### src/rtl/id_stage_ctl.sv
// Decode-stage controller: classifies the incoming opcode, drives the
// immediate extender and holds a one-deep ID/EX slot with load-use bubbles.

// Immediate extender; takes instr[31:7], so bit k of the word is i_bits[k-7].
module id_stage_imm_ext (
    input  logic [24:0] i_bits,
    input  logic [2:0]  i_ctl,
    output logic [31:0] o_imm
);
    localparam logic [2:0] IMM_I_TYPE = 3'd1;
    localparam logic [2:0] IMM_S_TYPE = 3'd2;
    localparam logic [2:0] IMM_B_TYPE = 3'd3;
    localparam logic [2:0] IMM_U_TYPE = 3'd4;
    localparam logic [2:0] IMM_J_TYPE = 3'd5;

    // Reassemble the immediate for the selected format; no-immediate yields 0.
    always_comb begin
        o_imm = 32'd0;
        case (i_ctl)
            IMM_I_TYPE: o_imm = {{20{i_bits[24]}}, i_bits[24:13]};
            IMM_S_TYPE: o_imm = {{20{i_bits[24]}}, i_bits[24:18], i_bits[4:0]};
            IMM_B_TYPE: o_imm = {{19{i_bits[24]}}, i_bits[24], i_bits[0],
                                 i_bits[23:18], i_bits[4:1], 1'b0};
            IMM_U_TYPE: o_imm = {i_bits[24:5], 12'd0};
            IMM_J_TYPE: o_imm = {{11{i_bits[24]}}, i_bits[24], i_bits[12:5],
                                 i_bits[13], i_bits[23:14], 1'b0};
            default:    o_imm = 32'd0;
        endcase
    end
endmodule

module id_stage_ctl #(
    parameter int PC_W  = 32,
    parameter int CNT_W = 16
) (
    input  logic             i_clk,
    input  logic             i_rst_n,
    input  logic             i_valid,
    output logic             o_ready,
    input  logic [31:0]      i_instr,
    input  logic [PC_W-1:0]  i_pc,
    input  logic             i_flush,
    output logic             o_valid,
    input  logic             i_ready,
    output logic [31:0]      o_instr,
    output logic [PC_W-1:0]  o_pc,
    output logic [31:0]      o_imm,
    output logic [2:0]       o_imm_ctl,
    output logic [4:0]       o_rs1,
    output logic [4:0]       o_rs2,
    output logic [4:0]       o_rd,
    output logic             o_is_load,
    output logic             o_illegal,
    output logic [CNT_W-1:0] o_bubble_cnt
);
    localparam logic [2:0] IMM_NONE   = 3'd0;
    localparam logic [2:0] IMM_I_TYPE = 3'd1;
    localparam logic [2:0] IMM_S_TYPE = 3'd2;
    localparam logic [2:0] IMM_B_TYPE = 3'd3;
    localparam logic [2:0] IMM_U_TYPE = 3'd4;
    localparam logic [2:0] IMM_J_TYPE = 3'd5;

    logic [6:0]  w_opc;
    logic [4:0]  w_rs1, w_rs2, w_rd;
    logic [2:0]  w_imm_ctl;
    logic [31:0] w_imm;
    logic        w_illegal, w_is_load, w_uses_rs1, w_uses_rs2;
    logic        w_hazard, w_adv, w_accept;

    assign w_opc     = i_instr[6:0];
    assign w_rs1     = i_instr[19:15];
    assign w_rs2     = i_instr[24:20];
    assign w_rd      = i_instr[11:7];
    assign w_is_load = (w_opc == 7'b0000011);

    // Opcode classification and source-register usage of the incoming word.
    always_comb begin
        w_imm_ctl  = IMM_NONE;
        w_illegal  = 1'b0;
        w_uses_rs1 = 1'b1;
        w_uses_rs2 = 1'b0;
        case (w_opc)
            7'b0010011, 7'b0000011, 7'b1100111: w_imm_ctl = IMM_I_TYPE;
            7'b0100011: begin w_imm_ctl = IMM_S_TYPE; w_uses_rs2 = 1'b1; end
            7'b1100011: begin w_imm_ctl = IMM_B_TYPE; w_uses_rs2 = 1'b1; end
            7'b1101111: begin w_imm_ctl = IMM_J_TYPE; w_uses_rs1 = 1'b0; end
            7'b0110111, 7'b0010111: begin w_imm_ctl = IMM_U_TYPE; w_uses_rs1 = 1'b0; end
            7'b0110011: w_uses_rs2 = 1'b1;
            default:    w_illegal = 1'b1;
        endcase
    end

    id_stage_imm_ext u_imm_ext (
        .i_bits (i_instr[31:7]),
        .i_ctl  (w_imm_ctl),
        .o_imm  (w_imm)
    );

    // A held load whose rd feeds the incoming instruction forces one bubble.
    assign w_hazard = o_valid && o_is_load && (o_rd != 5'd0) && i_valid &&
                      ((w_uses_rs1 && (w_rs1 == o_rd)) || (w_uses_rs2 && (w_rs2 == o_rd)));
    assign w_adv    = !o_valid || i_ready;
    assign o_ready  = i_rst_n && w_adv && !w_hazard && !i_flush;
    assign w_accept = i_valid && o_ready;

    // ID/EX slot: flush kills it, an advancing slot reloads or empties, else it holds.
    always_ff @(posedge i_clk or negedge i_rst_n) begin
        if (!i_rst_n) begin
            o_valid   <= 1'b0;
            o_instr   <= 32'd0;
            o_pc      <= '0;
            o_imm     <= 32'd0;
            o_imm_ctl <= IMM_NONE;
            o_rs1     <= 5'd0;
            o_rs2     <= 5'd0;
            o_rd      <= 5'd0;
            o_is_load <= 1'b0;
            o_illegal <= 1'b0;
        end else if (i_flush) begin
            o_valid <= 1'b0;
        end else if (w_adv) begin
            o_valid <= w_accept;
            if (w_accept) begin
                o_instr   <= i_instr;
                o_pc      <= i_pc;
                o_imm     <= w_imm;
                o_imm_ctl <= w_imm_ctl;
                o_rs1     <= w_rs1;
                o_rs2     <= w_rs2;
                o_rd      <= w_rd;
                o_is_load <= w_is_load;
                o_illegal <= w_illegal;
            end
        end
    end

    // Count only the advancing edge of a stall, so a backpressured load adds nothing.
    always_ff @(posedge i_clk or negedge i_rst_n) begin
        if (!i_rst_n)
            o_bubble_cnt <= '0;
        else if (!i_flush && w_adv && w_hazard && (o_bubble_cnt != {CNT_W{1'b1}}))
            o_bubble_cnt <= o_bubble_cnt + 1'b1;
    end
endmodule

### config.mk
export PLATFORM = sky130hd
export DESIGN_NAME = id_stage_ctl
export DESIGN_NICKNAME = d
export VERILOG_FILES = /design/src/rtl/id_stage_ctl.sv
export SDC_FILE = /design/constraint.sdc
export NUM_CORES = 1
export LEC_CHECK = 0
export BUFFER_PORTS_ARGS = -buffer_cell sky130_fd_sc_hd__clkbuf_2
export CAP_MARGIN = 0
export CORE_ASPECT_RATIO = 1.25
export CORE_MARGIN = 1
export CORE_UTILIZATION = 44
export CTS_CLUSTER_DIAMETER = 80
export DETAILED_ROUTE_END_ITERATION = 7
export PLACE_DENSITY = 0.79
export SKIP_CTS_REPAIR_TIMING = 1
export SLEW_MARGIN = 10
export SYNTH_ARGS = -nofsm -noshare
export SYNTH_HDL_FRONTEND = slang
export SYNTH_SLANG_ARGS = --single-unit
### constraint.sdc
create_clock -name i_clk -period 2.3 [get_ports i_clk]
set_clock_uncertainty 0.05 [all_clocks]
set_input_delay 0.115 -clock i_clk [delete_from_list [all_inputs] [get_ports i_clk]]
set_output_delay 0.115 -clock i_clk [all_outputs]
set_load 0.03 [all_outputs]
==> impl_metrics.csv <==
group,metric,value,unit
yosys,synth-seq-cells,118,
sta,setup_ws,-155,ps
power,power_density,895,nW/um^2
power,finalPower,6.94,mW
die,io_pins,203,
worst_setup_path,cp.arrival,2690,ps
sta,setup-tns-final,-7800,ps
routing,vias,4602,
yosys,synth-edff-count,0,
sta,tightest_slew,616,ps
yosys,yosys.area.top_type,"dfrtp_1",
yosys,yosysMostFrequentCell,"dfrtp_1",
global_routing,overflow,0,
sta,drv_slew,0,
yosys,synth_cell_type_count,37,
global_routing,antenna_found_initial,0,
routing,detail-route-antenna-nets,0,
die,fp-row-count,43,
sta,grt_setup_unrepaired,"yes",
yosys,synth.avg_cell_area,11.7,sq um
worst_setup_path,required,2530,ps
worst_setup_path,critPathMaxFanout,8,
place,finalWeightedCongestion,0.883,
sta,min_period,2450,ps
power,leakagePower,3.73,nW
worst_setup_path,worstSetupEndpointType,"flop",
sta,slew_headroom,59.0,%
clock_network,clock_latency,400,ps
die,core,11200,sq um
clock_network,cts.path.max_buffers,2,
routing,first_pass_iters,7,
global_routing,grt_max_degree,120,
yosys,async_flop_share,100,%
final_layout,drive_above_1_share,48.0,%
global_routing,first_global_vias,4177,
place,dp_slack,-192,ps
worst_setup_path,critPathKind,"flop to flop",
yosys,synth_ff_type,"dfrtp_1",
die,die_area,12200,sq um
global_routing,grtUsageTotal,21.6,%
routing,first_iter_violations,234,
clock_network,cts_buffers,17,
yosys,syn-num-nets,510,
die,start_util,45.9,%
yosys,syn_inst,440,
clock_network,tritoncts,"yes",
sta,finalHoldViolCount,2,
die,die_x,98.8,um
routing,vias_per_cell,5.31,
status,violations,"hold timing, setup timing",
clock_network,htreeDepth,4,
clock_network,clockRootBuffer,"clkbuf_16",
final_layout,fin_nets,789,
run,drv_cap,0,
yosys,netlist_area,5160,sq um
yosys,yosys.area.top_type_share,57.3,%
place,hpwl,9.32,mm
routing,drc,0,
yosys,netlist_top_cells_area,"dfrtp_1 (57%), mux2_2 (15%), nor2_1 (3.1%)",
global_routing,grt_pass1_wl,20.4,mm
clock_network,clk_pin_slew,50,ps
power,vdd_ir_drop_max,0.000548,V
status,status,"complete, but fails checks",
sta,setup_viol_count_final,91,
clock_network,cts_sinks,118,
final_layout,n_antenna_cell,0,
worst_hold_path,hold_path_class,"input pin to flop",
worst_setup_path,cp-start-kind,"flop",
place,dp_cells,765,
place,port_buffers,202,
sta,hold_slack,-18.0,ps
final_layout,utilization,69.0,%
place,dpl-instance-area,6320,sq um
die,fp.dieH,123,um
final_layout,area_growth,50.5,%
sta,fmax,407,MHz
yosys,yosysWarningCount,0,
final_layout,final_cells,866,
yosys,ys_top_cells_by_count,"dfrtp_1 (118), mux2_2 (68), nor2_1 (43), a21oi_1 (26), nand2_1 (22)",
sta,post-route-period-util,107,%
routing,wl_per_cell,17.8,um
yosys,synth.yosys.seq_area_share,57.3,%
routing,drt-total-wl,15.4,mm
final_layout,final_area,7760,sq um
-- report_power, final --
group	switching, mW	internal [mW]
combinational	1.23	0.683
clock	0.936	1.50
sequential	0.203	2.39
total	2.37	4.57
-- state kept, by name, indices dropped and copies added, names as in the netlist --
register,count
o_imm_ctl,3
o_bubble_cnt,16
o_illegal,1
o_imm,32
o_valid,1
o_is_load,1
o_instr,32
o_pc,32
-- layout by cell type, fill, tap and decap left out, types with 10 or more instances in the layout --
cell           netlist  routed
clkbuf_2             0     200
dfrtp_1            118     115
mux2_2              68      59
dlygate4sd3_1        0      58
nor2_1              43      40
a21oi_1             26      25
nand2_1             22      22
buf_4               18      21
clkbuf_16            0      20
nand3_1             17      17
xor2_1              13      13
a31oi_1             13      13
inv_1               12      12
xnor2_1             12      12
o21ai_0             11      11
nor3_1              11      10
-- cell families after synthesis --
| logic type | Yosys count | synth area share [%] |
|---|---|---|
| simple gates | 120 | 11.3 |
| flops | 118 | 57.3 |
| mux | 68 | 14.9 |
| compound gates | 61 | 7.09 |
| buf+inv | 47 | 5.05 |
| xor+xnor | 25 | 4.25 |
| fa+ha+maj | 1 | 0.243 |
-- area by class of cell --
cell class | count | area, sq um
fillers | 767 | 3480
repair buffers | 295 | 2000
inverters | 12 | 45.0
multi-input cells | 275 | 2050
flip-flops and latches | 118 | 2960
well taps | 135 | 169
clock buffers | 19 | 443
clock inverters | 12 | 108
-- final timing paths --
path                            slack, ps  cells past startpoint        from              end
worst max-delay path                 -150                      7  o_instr[8]         o_pc[12]
worst min-delay path                  -20                      4     i_ready          o_valid
worst max register to register       -150                      7  o_instr[8]         o_pc[12]
worst min register to register        440                      1   o_imm[11]        o_imm[11]
max in group asynchronous            1370                      3     i_rst_n      o_instr[10]
min in group asynchronous             340                      3     i_rst_n  o_bubble_cnt[8]
-- worst max-delay path, cell delays in order, from the launching register on --
cell	delay [ps]
dfrtp_2	400
or4_4	550
o2111ai_4	310
nor3_4	70
nor3_4	240
buf_6	190
clkbuf_16	180
mux2_2	340
-- layer usage --
| metal | track usage (%) | wire length [um] | vias up |
|---|---|---|---|
| li1 | - | - | 2090 |
| met5 | 0 | 0 | - |
| met4 | 7.84 | 253 | 0 |
| met1 | 26.4 | 6080 | 2288 |
| met3 | 6.27 | 803 | 23 |
| met2 | 36.5 | 8280 | 201 |
Power figures use the tool's default switching activity.
